File: config.mk
export PLATFORM = sky130hd
export DESIGN_NAME = pipeline_hazard_controller
export DESIGN_NICKNAME = d
export VERILOG_FILES = /design/src/rtl/pipeline_ctrl_pkg.sv /design/src/rtl/pipeline_hazard_controller_sat_counter.sv /design/src/rtl/pipeline_hazard_controller.sv
export SDC_FILE = /design/constraint.sdc
export NUM_CORES = 1
export LEC_CHECK = 0
export ABC_AREA = 1
export CAP_MARGIN = 20
export CORE_MARGIN = 10
export CORE_UTILIZATION = 43
export CTS_CLUSTER_DIAMETER = 200
export DETAILED_ROUTE_END_ITERATION = 12
export HOLD_SLACK_MARGIN = 0.06
export PLACE_DENSITY = 0.7
export SLEW_MARGIN = 15
export SYNTH_ARGS = -nofsm -noshare
export SYNTH_HDL_FRONTEND = slang
export SYNTH_SLANG_ARGS = --single-unit
File: constraint.sdc
create_clock -name clk -period 3.4 [get_ports clk]
set_clock_uncertainty 0.1 [all_clocks]
set_input_delay 0.68 -clock clk [delete_from_list [all_inputs] [get_ports clk]]
set_output_delay 0.68 -clock clk [all_outputs]
set_load 0.01 [all_outputs]
File: src/rtl/pipeline_ctrl_pkg.sv
// Shared encodings for the pipeline hazard controller.
// State codes and register constants used across the control slice.
package pipeline_ctrl_pkg;

  typedef enum logic [1:0] {
    HZ_RUN      = 2'd0,
    HZ_MEM_WAIT = 2'd1,
    HZ_FAULT    = 2'd2
  } hz_state_e;

  localparam logic [4:0] REG_ZERO = 5'd0;

endpackage

File: src/rtl/pipeline_hazard_controller_sat_counter.sv
// Saturating event counter used for pipeline performance statistics.
// Holds at all-ones once full.
module sat_counter #(
  parameter int W = 16
) (
  input  logic         clk,
  input  logic         reset,
  input  logic         inc,
  output logic [W-1:0] count
);

  always_ff @(posedge clk or negedge reset) begin
    if (!reset) begin
      count <= '0;
    end else if (inc && !(&count)) begin
      count <= count + 1'b1;
    end
  end

endmodule

File: src/rtl/pipeline_hazard_controller.sv
// Stall/flush sequencer for the 5-stage pipeline registers and PC.
// Handles load-use, redirects and slow data memory with a watchdog.
module pipeline_hazard_controller
  import pipeline_ctrl_pkg::*;
#(
  parameter int MEM_TIMEOUT = 16,
  parameter int CNT_W       = 16
) (
  input  logic             clk,
  input  logic             reset,
  input  logic [4:0]       id_rs,
  input  logic [4:0]       id_rt,
  input  logic             id_uses_rt,
  input  logic             idex_mem_read,
  input  logic [4:0]       idex_write_reg,
  input  logic             exmem_jump_or_branch,
  input  logic             exmem_mem_access,
  input  logic             mem_ready,
  output logic             pc_write,
  output logic             ifid_write,
  output logic             idex_write,
  output logic             exmem_write,
  output logic             ifid_flush,
  output logic             idex_flush,
  output logic             exmem_flush,
  output logic             memwb_bubble,
  output logic             mem_fault,
  output logic [CNT_W-1:0] stall_cycles,
  output logic [CNT_W-1:0] flush_events
);

  localparam int WCW = $clog2(MEM_TIMEOUT + 1);

  hz_state_e      state;
  hz_state_e      stateNext;
  logic [WCW-1:0] waitCnt;
  logic [WCW-1:0] waitCntNext;
  logic           faultQ;
  logic           faultNext;
  logic           loadUse;
  logic           memBusy;
  logic           goRun;
  logic           redirect;

  always_comb begin
    loadUse = idex_mem_read
            && (idex_write_reg != REG_ZERO)
            && ((idex_write_reg == id_rs)
             || (id_uses_rt && (idex_write_reg == id_rt)));
    memBusy = exmem_mem_access && !mem_ready;
  end

  // Cycles that behave as an ordinary RUN cycle after memory is settled
  always_comb begin
    unique case (state)
      HZ_RUN:      goRun = !memBusy;
      HZ_MEM_WAIT: goRun = mem_ready;
      default:     goRun = 1'b0;
    endcase
  end

  always_comb begin
    stateNext   = state;
    waitCntNext = waitCnt;
    faultNext   = faultQ;
    unique case (state)
      HZ_RUN: begin
        if (memBusy) begin
          stateNext   = HZ_MEM_WAIT;
          waitCntNext = WCW'(1);
        end
      end
      HZ_MEM_WAIT: begin
        if (mem_ready) begin
          stateNext   = HZ_RUN;
          waitCntNext = '0;
        end else begin
          waitCntNext = waitCnt + 1'b1;
          if (waitCnt >= WCW'(MEM_TIMEOUT - 1)) begin
            stateNext = HZ_FAULT;
            faultNext = 1'b1;
          end
        end
      end
      default: begin
        stateNext = HZ_FAULT;
        faultNext = 1'b1;
      end
    endcase
  end

  always_comb begin
    pc_write     = 1'b0;
    ifid_write   = 1'b0;
    idex_write   = 1'b0;
    exmem_write  = 1'b0;
    ifid_flush   = 1'b0;
    idex_flush   = 1'b0;
    exmem_flush  = 1'b0;
    memwb_bubble = 1'b1;
    redirect     = 1'b0;
    if (goRun) begin
      priority case (1'b1)
        exmem_jump_or_branch: begin
          pc_write     = 1'b1;
          ifid_write   = 1'b1;
          idex_write   = 1'b1;
          exmem_write  = 1'b1;
          ifid_flush   = 1'b1;
          idex_flush   = 1'b1;
          exmem_flush  = 1'b1;
          memwb_bubble = 1'b0;
          redirect     = 1'b1;
        end
        loadUse: begin
          idex_write   = 1'b1;
          exmem_write  = 1'b1;
          idex_flush   = 1'b1;
          memwb_bubble = 1'b0;
        end
        default: begin
          pc_write     = 1'b1;
          ifid_write   = 1'b1;
          idex_write   = 1'b1;
          exmem_write  = 1'b1;
          memwb_bubble = 1'b0;
        end
      endcase
    end
    // Hold the pipeline frozen and cleared while in reset
    if (!reset) begin
      pc_write     = 1'b0;
      ifid_write   = 1'b0;
      idex_write   = 1'b0;
      exmem_write  = 1'b0;
      ifid_flush   = 1'b1;
      idex_flush   = 1'b1;
      exmem_flush  = 1'b1;
      memwb_bubble = 1'b1;
      redirect     = 1'b0;
    end
  end

  always_ff @(posedge clk or negedge reset) begin
    if (!reset) begin
      state   <= HZ_RUN;
      waitCnt <= '0;
      faultQ  <= 1'b0;
    end else begin
      state   <= stateNext;
      waitCnt <= waitCntNext;
      faultQ  <= faultNext;
    end
  end

  assign mem_fault = faultQ;

  sat_counter #(.W(CNT_W)) uStallCnt (
    .clk   (clk),
    .reset (reset),
    .inc   (!pc_write),
    .count (stall_cycles)
  );

  sat_counter #(.W(CNT_W)) uFlushCnt (
    .clk   (clk),
    .reset (reset),
    .inc   (redirect),
    .count (flush_events)
  );

endmodule

Word-level counts from Yosys, hierarchy flattened
Index checks and enable logic that the tools add are counted.
{"block": "op_classes", "n_addsub": 3, "n_lt_le_gt_ge": 1, "eq_ne": 7, "mux": 27, "bitwise": 1, "n_reduce_logical": 20}
{"cell": "$add A16 B1 Y16 const B", "count": 2}
{"cell": "$reduce_and A16 Y1", "count": 2}
{"cell": "$mux W1", "count": 18}
{"cell": "$eq A5 B5 Y1", "count": 2}
{"cell": "$mux W5", "count": 2}
{"cell": "$pmux W5 S2", "count": 1}
{"cell": "$logic_and A1 B1 Y1", "count": 6}
{"cell": "$mux W2", "count": 3}
{"cell": "$ne A2 B2 Y1 const B", "count": 3}
{"cell": "$add A5 B1 Y5 const B", "count": 1}
{"cell": "$ge A5 B4 Y1 const B", "count": 1}
{"cell": "$logic_not A1 Y1", "count": 5}
{"cell": "$reduce_bool A5 Y1", "count": 1}
{"cell": "$pmux W1 S2", "count": 2}
{"cell": "$pmux W2 S2", "count": 1}
{"cell": "$reduce_and A2 Y1", "count": 2}
{"cell": "$ne A3 B3 Y1 const B", "count": 1}
{"cell": "$reduce_and A3 Y1", "count": 1}
{"cell": "$eq A2 B1 Y1 const B", "count": 1}
{"cell": "$logic_not A2 Y1", "count": 1}
{"cell": "$reduce_bool A2 Y1", "count": 1}
{"cell": "$logic_or A1 B1 Y1", "count": 1}
{"cell": "$not A1 Y1", "count": 1}
{"block": "totals", "regBits": 40, "elab_cells": 64}

Logic depth before layout (Yosys ltp)
Gate-level depths: netlist of the first run.
{"block": "depth", "ltp_word": 10, "depth_mapped": 13, "mapped_depth_nobuf": 12}

Modules after synthesis
From an unflattened synthesis of the first run, not the netlist that was laid out.
{"block": "unflattened", "hier_cells": 433, "hier_area_um2": 2837.7}
{"module": "sat_counter", "instances": 2, "cells_each": 158, "area_each_um2": 1052.3}
{"module": "pipeline_hazard_controller", "instances": 1, "cells_each": 117, "area_each_um2": 733.2}

Least setup slack after synthesis of the first run
No wires, ideal clock.
{"block": "synth_timing", "kind": "input to output", "from": "in mem_ready", "to": "out pc_write", "arrival_time_ps": 1725, "required_time_ps": 2620, "slack_ps": 895, "stages": 10, "n_path_buf": 2, "path_cell_list": "inv_2 nand2_1 nand3_1 inv_2 nand2_2 clkinv_2 nand2_2 buf_2 inv_1 buf_4"}
{"block": "synth_via", "elab_chain_cells": 6}
{"element": "start: declaration", "line_no": "pipeline_hazard_controller.sv:18", "text": "input logic mem_ready,"}
{"element": "$logic_not A1 Y1", "line_no": "pipeline_hazard_controller.sv:50", "text": "memBusy = exmem_mem_access && !mem_ready;"}
{"element": "$logic_and A1 B1 Y1", "line_no": "pipeline_hazard_controller.sv:50"}
{"element": "$logic_not A1 Y1", "line_no": "pipeline_hazard_controller.sv:56", "text": "HZ_RUN: goRun = !memBusy;"}
{"element": "$pmux W1 S2 *", "line_no": "pipeline_hazard_controller.sv:55", "text": "unique case (state)"}
{"element": "$mux W1 * (2 in a row)"}
{"element": "end: declaration", "line_no": "pipeline_hazard_controller.sv:19", "text": "output logic pc_write,"}
Mark *: on every way between the ends. The rest lies on a longest branch, timed or not.

Worst setup path after layout of the first run
{"block": "layout_timing", "from": "in mem_ready", "to": "out idex_flush"}
{"block": "layout_via", "elab_chain_cells": 6}
{"element": "$logic_not A1 Y1", "line_no": "pipeline_hazard_controller.sv:50"}
{"element": "$logic_and A1 B1 Y1", "line_no": "pipeline_hazard_controller.sv:50"}
{"element": "$logic_not A1 Y1", "line_no": "pipeline_hazard_controller.sv:56"}
{"element": "$pmux W1 S2 *", "line_no": "pipeline_hazard_controller.sv:55"}
{"element": "$mux W1 *", "line_no": "pipeline_hazard_controller.sv:102", "text": "if (goRun) begin"}
{"element": "$mux W1 *", "line_no": "pipeline_hazard_controller.sv:131", "text": "if (!reset) begin"}
{"element": "end: declaration", "line_no": "pipeline_hazard_controller.sv:24", "text": "output logic idex_flush,"}
Marked as above.

==> summary.md, run 1 <==
| Metric | Value |
|---|---|
| Clock Sink Count | `40` |
| WL met2 | `3060 um` |
| Synth warnings | `0` |
| Max IR drop VDD | `0.359 mV` |
| Worst skew pair latency | `a little under 0.3 ns` |
| Top-Level Pins | `63` |
| Die ar. | `9320 um^2` |
| Worst slew pin tran | `0.516 ns` |
| Synth cell count leaders | `nand2_1 (103), inv_1 (45), dfrtp_1 (40)` |
| Routed WL per cell | `12.8 um` |
| Worst reg2reg path depth | `9` |
| Post-synth EDFFs | `0` |
| TritonCTS buffer count | `5` |
| Layout cells sized above 1 | `7.79%` |
| Crit path launch type | `primary input` |
| Syn Inst Count | `roughly 350` |
| Relative slew slack | `65.5%` |
| Layout area overhead | `30.2%` |
| Mapped Area | `between 2000 and 3000 um^2` |
| Setup violations, final | `0` |
| Clock transition at path regs | `0.07 ns` |
| Tightest Hold Check Type | `in2async` |
| Highest Signal Layer | `met4` |
| Fillers | `about 540` |
| FFs w/ async S/R, synth | `100%` |
| Diode count | `0` |
| Die Wd | `96.6 um` |
| Post-DP HPWL | `4890 um` |
| Die Span Y | `96.6 um` |
| Syn_nets | `around 370` |
| Crit path DAT | `between 2 and 2.5 ns` |
| Yosys cell types | `30` |
| Post_cts resized | `0` |
| Prevailing post-synth register cell | `dfrtp_1` |
| DR iter-0 viols | `84` |
| CTS Buffer Depth | `2` |
| Initial antenna violation count | `0` |
| Worst EP required | `about 2.6 ns` |
| Flops & latches, synth | `40` |
| GP Congestion | `roughly 0.85` |
| Final Cycle Share | `95.3%` |
| MaxCap Viol Count | `0` |
| First-pass GRT wire length | `10400 um` |
| Min cycle time layout | `between 3 and 4 ns` |
| Cell accounting for the most synthesized area | `dfrtp_1` |
| Post-synth top area share | `39.7%` |
| Fmax achieved | `0.309 GHz` |
| Crit. End Element | `output pin` |
| Vias/cell | `4.83` |
| Synthesized area per cell | `7.28 um^2` |
| Worst reg-to-reg setup slack | `1.26 ns` |
| Sequential area share after synthesis | `39.7%` |
| Hold Violations, Final | `0` |
| CTS Root Buffer Type | `clkbuf_8` |
| Most common cell in the netlist | `nand2_1` |
| Initial Utilization | `44.9%` |
| Largest cells by area after synthesis | `dfrtp_1 (40%), nand2_1 (15%), inv_1 (6.7%)` |
| CTS H-tree lvls | `2` |
| Reg-to-reg startpoint | `uFlushCnt.count[0]$_DFFE_PN0P_` |
| Reg area | `between 1000 and 1500 um^2` |
| Met1 wire length | `2660 um` |
| Post-CTS setup buffers | `0` |
| Worst R2R End | `uFlushCnt.count[5]$_DFFE_PN0P_` |
| Setup TNS | `0 ns` |
| Remaining DRCs | `0` |
| 1st-pass router iterations | `4` |
| Antenna violation net count after detailed routing | `0` |
| Critical path type | `in2out` |
| Vias in the first global route | `2271` |
| Global Route Usage Sum | `13.8%` |
| Leak pwr | `1.58 nW` |
| Largest net degree at the start of global routing | `34` |
| FP Rows | `27` |
| Total gr overflow | `0` |
| Hold buffers post-CTS | `0` |
| PwrDens | `524 nW/um^2` |
| Status | `completed` |
| Metal3 WL | `417 um` |
| RSZ-0062 raised after global routing | `false` |
| Design Power | `1.72 mW` |
| Final #Nets | `436` |
| Total wire length | `between 6000 and 7000 um` |
| Vias | `2332` |
| TritonCTS clock tree | `yes` |
| Port buffer count | `slightly above 60` |
| Slew Limit Fails | `0` |
| Area of the multi-input gates | `1270 um^2` |
| Core Area | `5610 um^2` |
| Crit path max fanout | `4` |
[state kept, by name, summed over array words and instances, names as in the netlist]
name and flops:
waitCnt 5, state 2, mem_fault 1, uStallCnt.count 16, uFlushCnt.count 16
[final cells by class]
class	count	share of cell area, %
clock buffers	6	2.52
repair buffers	65	19.5
flip-flops and latches	40	30.5
clock inverters	2	0.305
multi-input cells	249	38.8
inverters	49	5.64
well taps	72	2.75
[how the worst max path moves through the flow]
stage | from | end | slack, ns | depth (start not counted)
after floorplan | mem_ready | pc_write | 0.89 | 10
after global placement | mem_ready | idex_flush | 0.21 | 7
after detailed placement | mem_ready | idex_flush | 0.16 | 7
after CTS | mem_ready | idex_flush | 0.16 | 7
after global routing | mem_ready | idex_flush | 0.03 | 7
final | mem_ready | idex_flush | 0.16 | 7
[per-stage QoR]
stage	setup slack, ns	std cells	cell area (um^2)	util (%)	hold slack (ns)
after floorplan	0.895	346	2520	-	0.284
after global placement	0.211	475	3190	56.8	0.354
after detailed placement	0.157	475	3190	56.8	0.364
after CTS	0.162	483	3280	58.5	0.142
after global routing	0.0313	483	3280	58.5	0.145
final	0.161	483	3280	58.5	0.150
[report_power, final]
part / internal (mW) / switching (mW) / leakage (nW)
clock: 0.162 / 0.168 / 0.0510
sequential: 0.587 / 0.140 / 0.514
combinational: 0.331 / 0.329 / 1.01
[kinds of logic (layout without fill, tap and decap cells)]
kind of cell,Yosys count,count (layout),synth area share [%]
adders and majority gates,4,4,1.99
AOI/OAI and AO/OA,26,26,5.71
DFF,40,40,39.7
and+or+nand+nor,195,195,34.5
xor gates and xnor gates,24,24,8.34
buffers and inverters,57,122,9.73
[routing by layer]
metal	vias to the layer above	GRT usage, %
met3	2	3.86
li1	1216	-
met2	42	24.3
met1	1072	15.9
met4	0	4.12
met5	-	0
[worst max-delay path: stages]
cell and delay, ns:
clkdlybuf4s50_1 0.54, inv_2 0.07, nand2_1 0.07, nand3_1 0.10, o21ai_0 0.29, a31o_2 0.16, clkdlybuf4s50_1 0.54
[layout by cell type, fill, tap and decap left out, drive strengths merged]
cell and n:
a21oi 8, a31o 1, a31oi 2, and2 1, and3 1, buf 4
clkbuf 6, clkdlybuf4s50 61, clkinv 3, dfrtp 40, ha 4, inv 48
nand2 111, nand3 32, nand4 5, nor2 31, nor3 13, o21ai 13
o32ai 2, or2 1, xnor2 9, xor2 15
Power figures use the tool's default switching activity.
==> inputs of run 2 (changes only) <==
--- a/config.mk
+++ b/config.mk
@@ -7,12 +7,11 @@
 export LEC_CHECK = 0
 export ABC_AREA = 1
 export CAP_MARGIN = 20
-export CORE_MARGIN = 10
-export CORE_UTILIZATION = 43
+export CORE_UTILIZATION = 42
 export CTS_CLUSTER_DIAMETER = 200
 export DETAILED_ROUTE_END_ITERATION = 12
 export HOLD_SLACK_MARGIN = 0.06
-export PLACE_DENSITY = 0.7
+export PLACE_DENSITY = 0.69
 export SLEW_MARGIN = 15
 export SYNTH_ARGS = -nofsm -noshare
 export SYNTH_HDL_FRONTEND = slang
==> summary.md, run 2 (synthesis results as in run 1) <==
| Metric | Value |
|---|---|
| Status | `completed` |
| Max IR drop VDD | `0.385 mV` |
| FP Rows | `27` |
| Post_cts resized | `0` |
| CTS H-tree lvls | `2` |
| Setup TNS | `0 ns` |
| Post-DP HPWL | `4240 um` |
| TritonCTS clock tree | `yes` |
| Fin util | `58.5%` |
| 1st-pass router iterations | `4` |
| Vias/cell | `4.78` |
| Vias in the first global route | `2193` |
| First-pass GRT wire length | `~9600 um` |
| Top-Level Pins | `between 60 and 70` |
| Tightest Hold Check Type | `in2async` |
| DP Worst Slack | `0.167 ns` |
| Fmax achieved | `~0.31 GHz` |
| Hold Violations, Final | `0` |
| Worst skew pair latency | `0.29 ns` |
| Final #Nets | `437` |
| Total gr overflow | `0` |
| TritonCTS buffer count | `5` |
| Post-Layout Cell Count | `484` |
| Design Power | `around 1.8 mW` |
| Layout area overhead | `31.1%` |
| Critical path type | `in2out` |
| Vias | `~2300` |
| Routed WL per cell | `about 12 um` |
| Commonest cells after routing, fill and taps aside | `nand2_1 (103), clkdlybuf4s50_1 (61), inv_1 (45)` |
| Diode count | `0` |
| Worst reg2reg path depth | `10` |
| Relative slew slack | `between 70% and 80%` |
| Final Cycle Share | `94.7%` |
| Clock Sink Count | `40` |
| Antenna violation net count after detailed routing | `0` |
| Placed Instances | `476` |
| Initial Utilization | `44.7%` |
| Hold buffers post-CTS | `0` |
| Worst EP required | `2.62 ns` |
| CTS Root Buffer Type | `clkbuf_8` |
| Leak pwr | `roughly 1.6 nW` |
| MaxCap Viol Count | `0` |
| Layout cells sized above 1 | `under 10%` |
| Die ar. | `6310 um^2` |
| Min cycle time layout | `3.22 ns` |
| Setup ws final | `0.179 ns` |
| Commonest non-fill, non-tap cell in the layout | `nand2_1` |
| Final hold slack | `0.142 ns` |
| Port buffer count | `62` |
| Slew Limit Fails | `0` |
| Crit path launch type | `primary input` |
| Crit path max fanout | `4` |
| Core Area | `5640 um^2` |
| Initial antenna violation count | `0` |
| Clock transition at path regs | `0.07 ns` |
| Cell Area, Placed | `about 3200 um^2` |
| Post-CTS setup buffers | `0` |
| Die Wd | `79.5 um` |
| Setup violations, final | `0` |
| Remaining DRCs | `0` |
| Top flop regs | `uFlushCnt.count x16, uStallCnt.count x16, waitCnt x5` |
| Post-route cell area | `3300 um^2` |
| Crit path DAT | `2.44 ns` |
| Largest net degree at the start of global routing | `35` |
| Global Route Usage Sum | `between 10% and 20%` |
| Total wire length | `5570 um` |
| GP Congestion | `just under 0.8` |
| CTS Buffer Depth | `2` |
| PwrDens | `533 nW/um^2` |
| RSZ-0062 raised after global routing | `false` |
| Crit. End Element | `output pin` |
| Worst slew pin tran | `0.440 ns` |
| DR iter-0 viols | `around 110` |
| Die Span Y | `79.5 um` |
==> run 2: changes by cell type in the layout (fill, tap and decap cells not counted), sizes merged <==
cell,change
buf,+1
bufinv,+1
clkinv,-1
==> run 2: path summary, 6_finish.rpt <==
kind	slack, ns	to	start
setup reg to reg	1.39	uFlushCnt.count[10]$_DFFE_PN0P_	uFlushCnt.count[0]$_DFFE_PN0P_
min in group clk	0.38	mem_fault$_DFFE_PN0P_	mem_fault$_DFFE_PN0P_
hold / removal	0.14	uFlushCnt.count[14]$_DFFE_PN0P_	reset
setup / recovery	0.18	idex_flush	mem_ready
max in group asynchronous	2.37	uStallCnt.count[10]$_DFFE_PN0P_	reset
hold reg to reg	0.38	mem_fault$_DFFE_PN0P_	mem_fault$_DFFE_PN0P_
==> run 2: where the power goes <==
group	switching (mW)	internal (mW)	total, mW
logic	0.320	0.332	0.653
clock network	0.164	0.218	0.382
registers	0.140	0.587	0.727
==> run 2: area by class of cell <==
cell class / instances / area (um^2)
Timing Repair Buffer: 66 / 646
Clock buffer: 6 / 72.6
Tap cell: 72 / 90.1
Inverter: 49 / 185
Sequential cell: 40 / 1000
Fill cell: 528 / 2340
Clock inverter: 2 / 35.0
Multi-Input combinational cell: 249 / 1270
==> run 2: routing by layer <==
layer,GRT usage [%],wire length (um),up-vias,part of all wire [%]
met2,32.9,2650,39,48
met1,25.2,2710,1059,49
met4,4.36,23,0,0.41
met3,3.43,192,2,3.4
li1,-,-,1214,-
met5,0,0,-,0
==> run 2: critical path: stages <==
cell             delay [ns]
clkdlybuf4s50_1        0.54
inv_2                  0.07
nand2_1                0.08
nand3_1                0.10
o21ai_0                0.28
a31o_2                 0.16
clkdlybuf4s50_1        0.53
==> RTL change (flow settings as in run 1) <==
The package constant `REG_ZERO` goes from 5'd0 to 5'd1.
--- a/src/rtl/pipeline_ctrl_pkg.sv
+++ b/src/rtl/pipeline_ctrl_pkg.sv
@@ -8,7 +8,7 @@
     HZ_FAULT    = 2'd2
   } hz_state_e;
 
-  localparam logic [4:0] REG_ZERO = 5'd0;
+  localparam logic [4:0] REG_ZERO = 5'd1;
 
 endpackage
 
Check against the original RTL: not equivalent (Yosys sat finds a counterexample within 4 cycles, from zero or initial values and one cycle with reset low).
==> RTL change against run 1 <==
- total power grew 13%
- die area grew 2.6%
- via count grew 1.1%
- setup slack lost 0.063 ns
- area after synthesis grew 3.3%
- utilization shrank 0.93 points
- sequential cell count is the same
- register-to-register slack gained 0.14 ns
- combinational power grew 21%
- routed wire length shrank 0.50%
- synthesized cell count grew 1.4%
- clock power grew 17%
- cell area grew 3.3%
==> RTL change: results (changes against run 1) <==
status = complete, no violations
met1 Resource Use GR = 0.152 (-0.00735)
Routed WL = 6.13 mm (-0.50%)
Post-DP HPWL = 4.86 mm (-0.57%)
Placement Cell Area = 3280 um^2 (+2.8%)
Worst Path Max Fanout = 3 (-1)
Distinct cells, synth = 32 (+6.7%)
FF-to-FF path depth = 8 (-1)
crit path to = ifid_flush
number of global-route vias before repair = 2352 (+3.6%)
GPL Wtd Cong = 0.821 (-3.1%)
largest net degree at the start of global routing = 38 (+12%)
fin nets = 442 (+1.4%)
Slew @ Worst Pin = 0.527 ns (+0.0109 ns)
register area share after synthesis = 0.384 (-0.0128)
Worst Path Arrival = 2.52 ns (+0.06 ns)
P_seq = 0.758 mW (+4.3%)
ratio of cells with drive above 1 in the final layout = 0.0743 (-0.00352)
Mean Syn Cell Area = 7.42 um^2 (+1.9%)
r2r setup slk = 1.40 ns (+0.14 ns)
sw power = 0.726 mW (+14%)
wire per inst = 12.5 um (-2.3%)
hold_ws = 0.111 ns (-0.0383 ns)
vias per inst = 4.79 (-0.73%)
Commonest cells post-synth = 106 x nand2_1, 49 x inv_1, 40 x dfrtp_1
CP max stage cell = clkdlybuf4s50_1
synth top area cells = dfrtp_1 38%, nand2_1 15%, inv_1 7.1%
DP Worst Slack = 0.117 ns (-0.0395 ns)
Peak VDD IR = 510 uV (+42%)
GRT Total Usage = 0.131 (-0.00724)
first-pass GRT wire length = 10.8 mm (+4.1%)
DR iter-0 viols = 68 (-19%)
net count after synthesis = 377 (+1.3%)
met2 global-route usage = 0.227 (-0.0159)
static leakage = 1.67 nW (+5.6%)
routing usage on met3 = 0.0423 (+0.00373)
fmax = 303 MHz (-1.9%)
[RTL change: per-layer routing]
metal / routed length (um) / share of wire / up-vias
met3: 345 / 0.056 / 5
li1: - / - / 1234
met4: 53 / 0.0086 / 0
met1: 2670 / 0.43 / 1082
met2: 3060 / 0.50 / 37
met5: 0 / 0 / -
[RTL change: cell type report]
cell class / count / area (um^2)
Clock buffer: 5 / 68.8
Clock inverter: 3 / 42.5
Fill cell: 551 / 2500
Inverter: 50 / 188
Multi-Input combinational cell: 253 / 1350
Sequential cell: 40 / 1000
Tap cell: 75 / 93.8
Timing Repair Buffer: 66 / 646
[RTL change: cells by family after synthesis]
family / Yosys count / share of synthesized area
buf+inv: 58 / 0.0975
compound gates: 23 / 0.0490
fa+ha+maj: 4 / 0.0192
xor+xnor: 28 / 0.0942
simple gates: 198 / 0.356
flops: 40 / 0.384
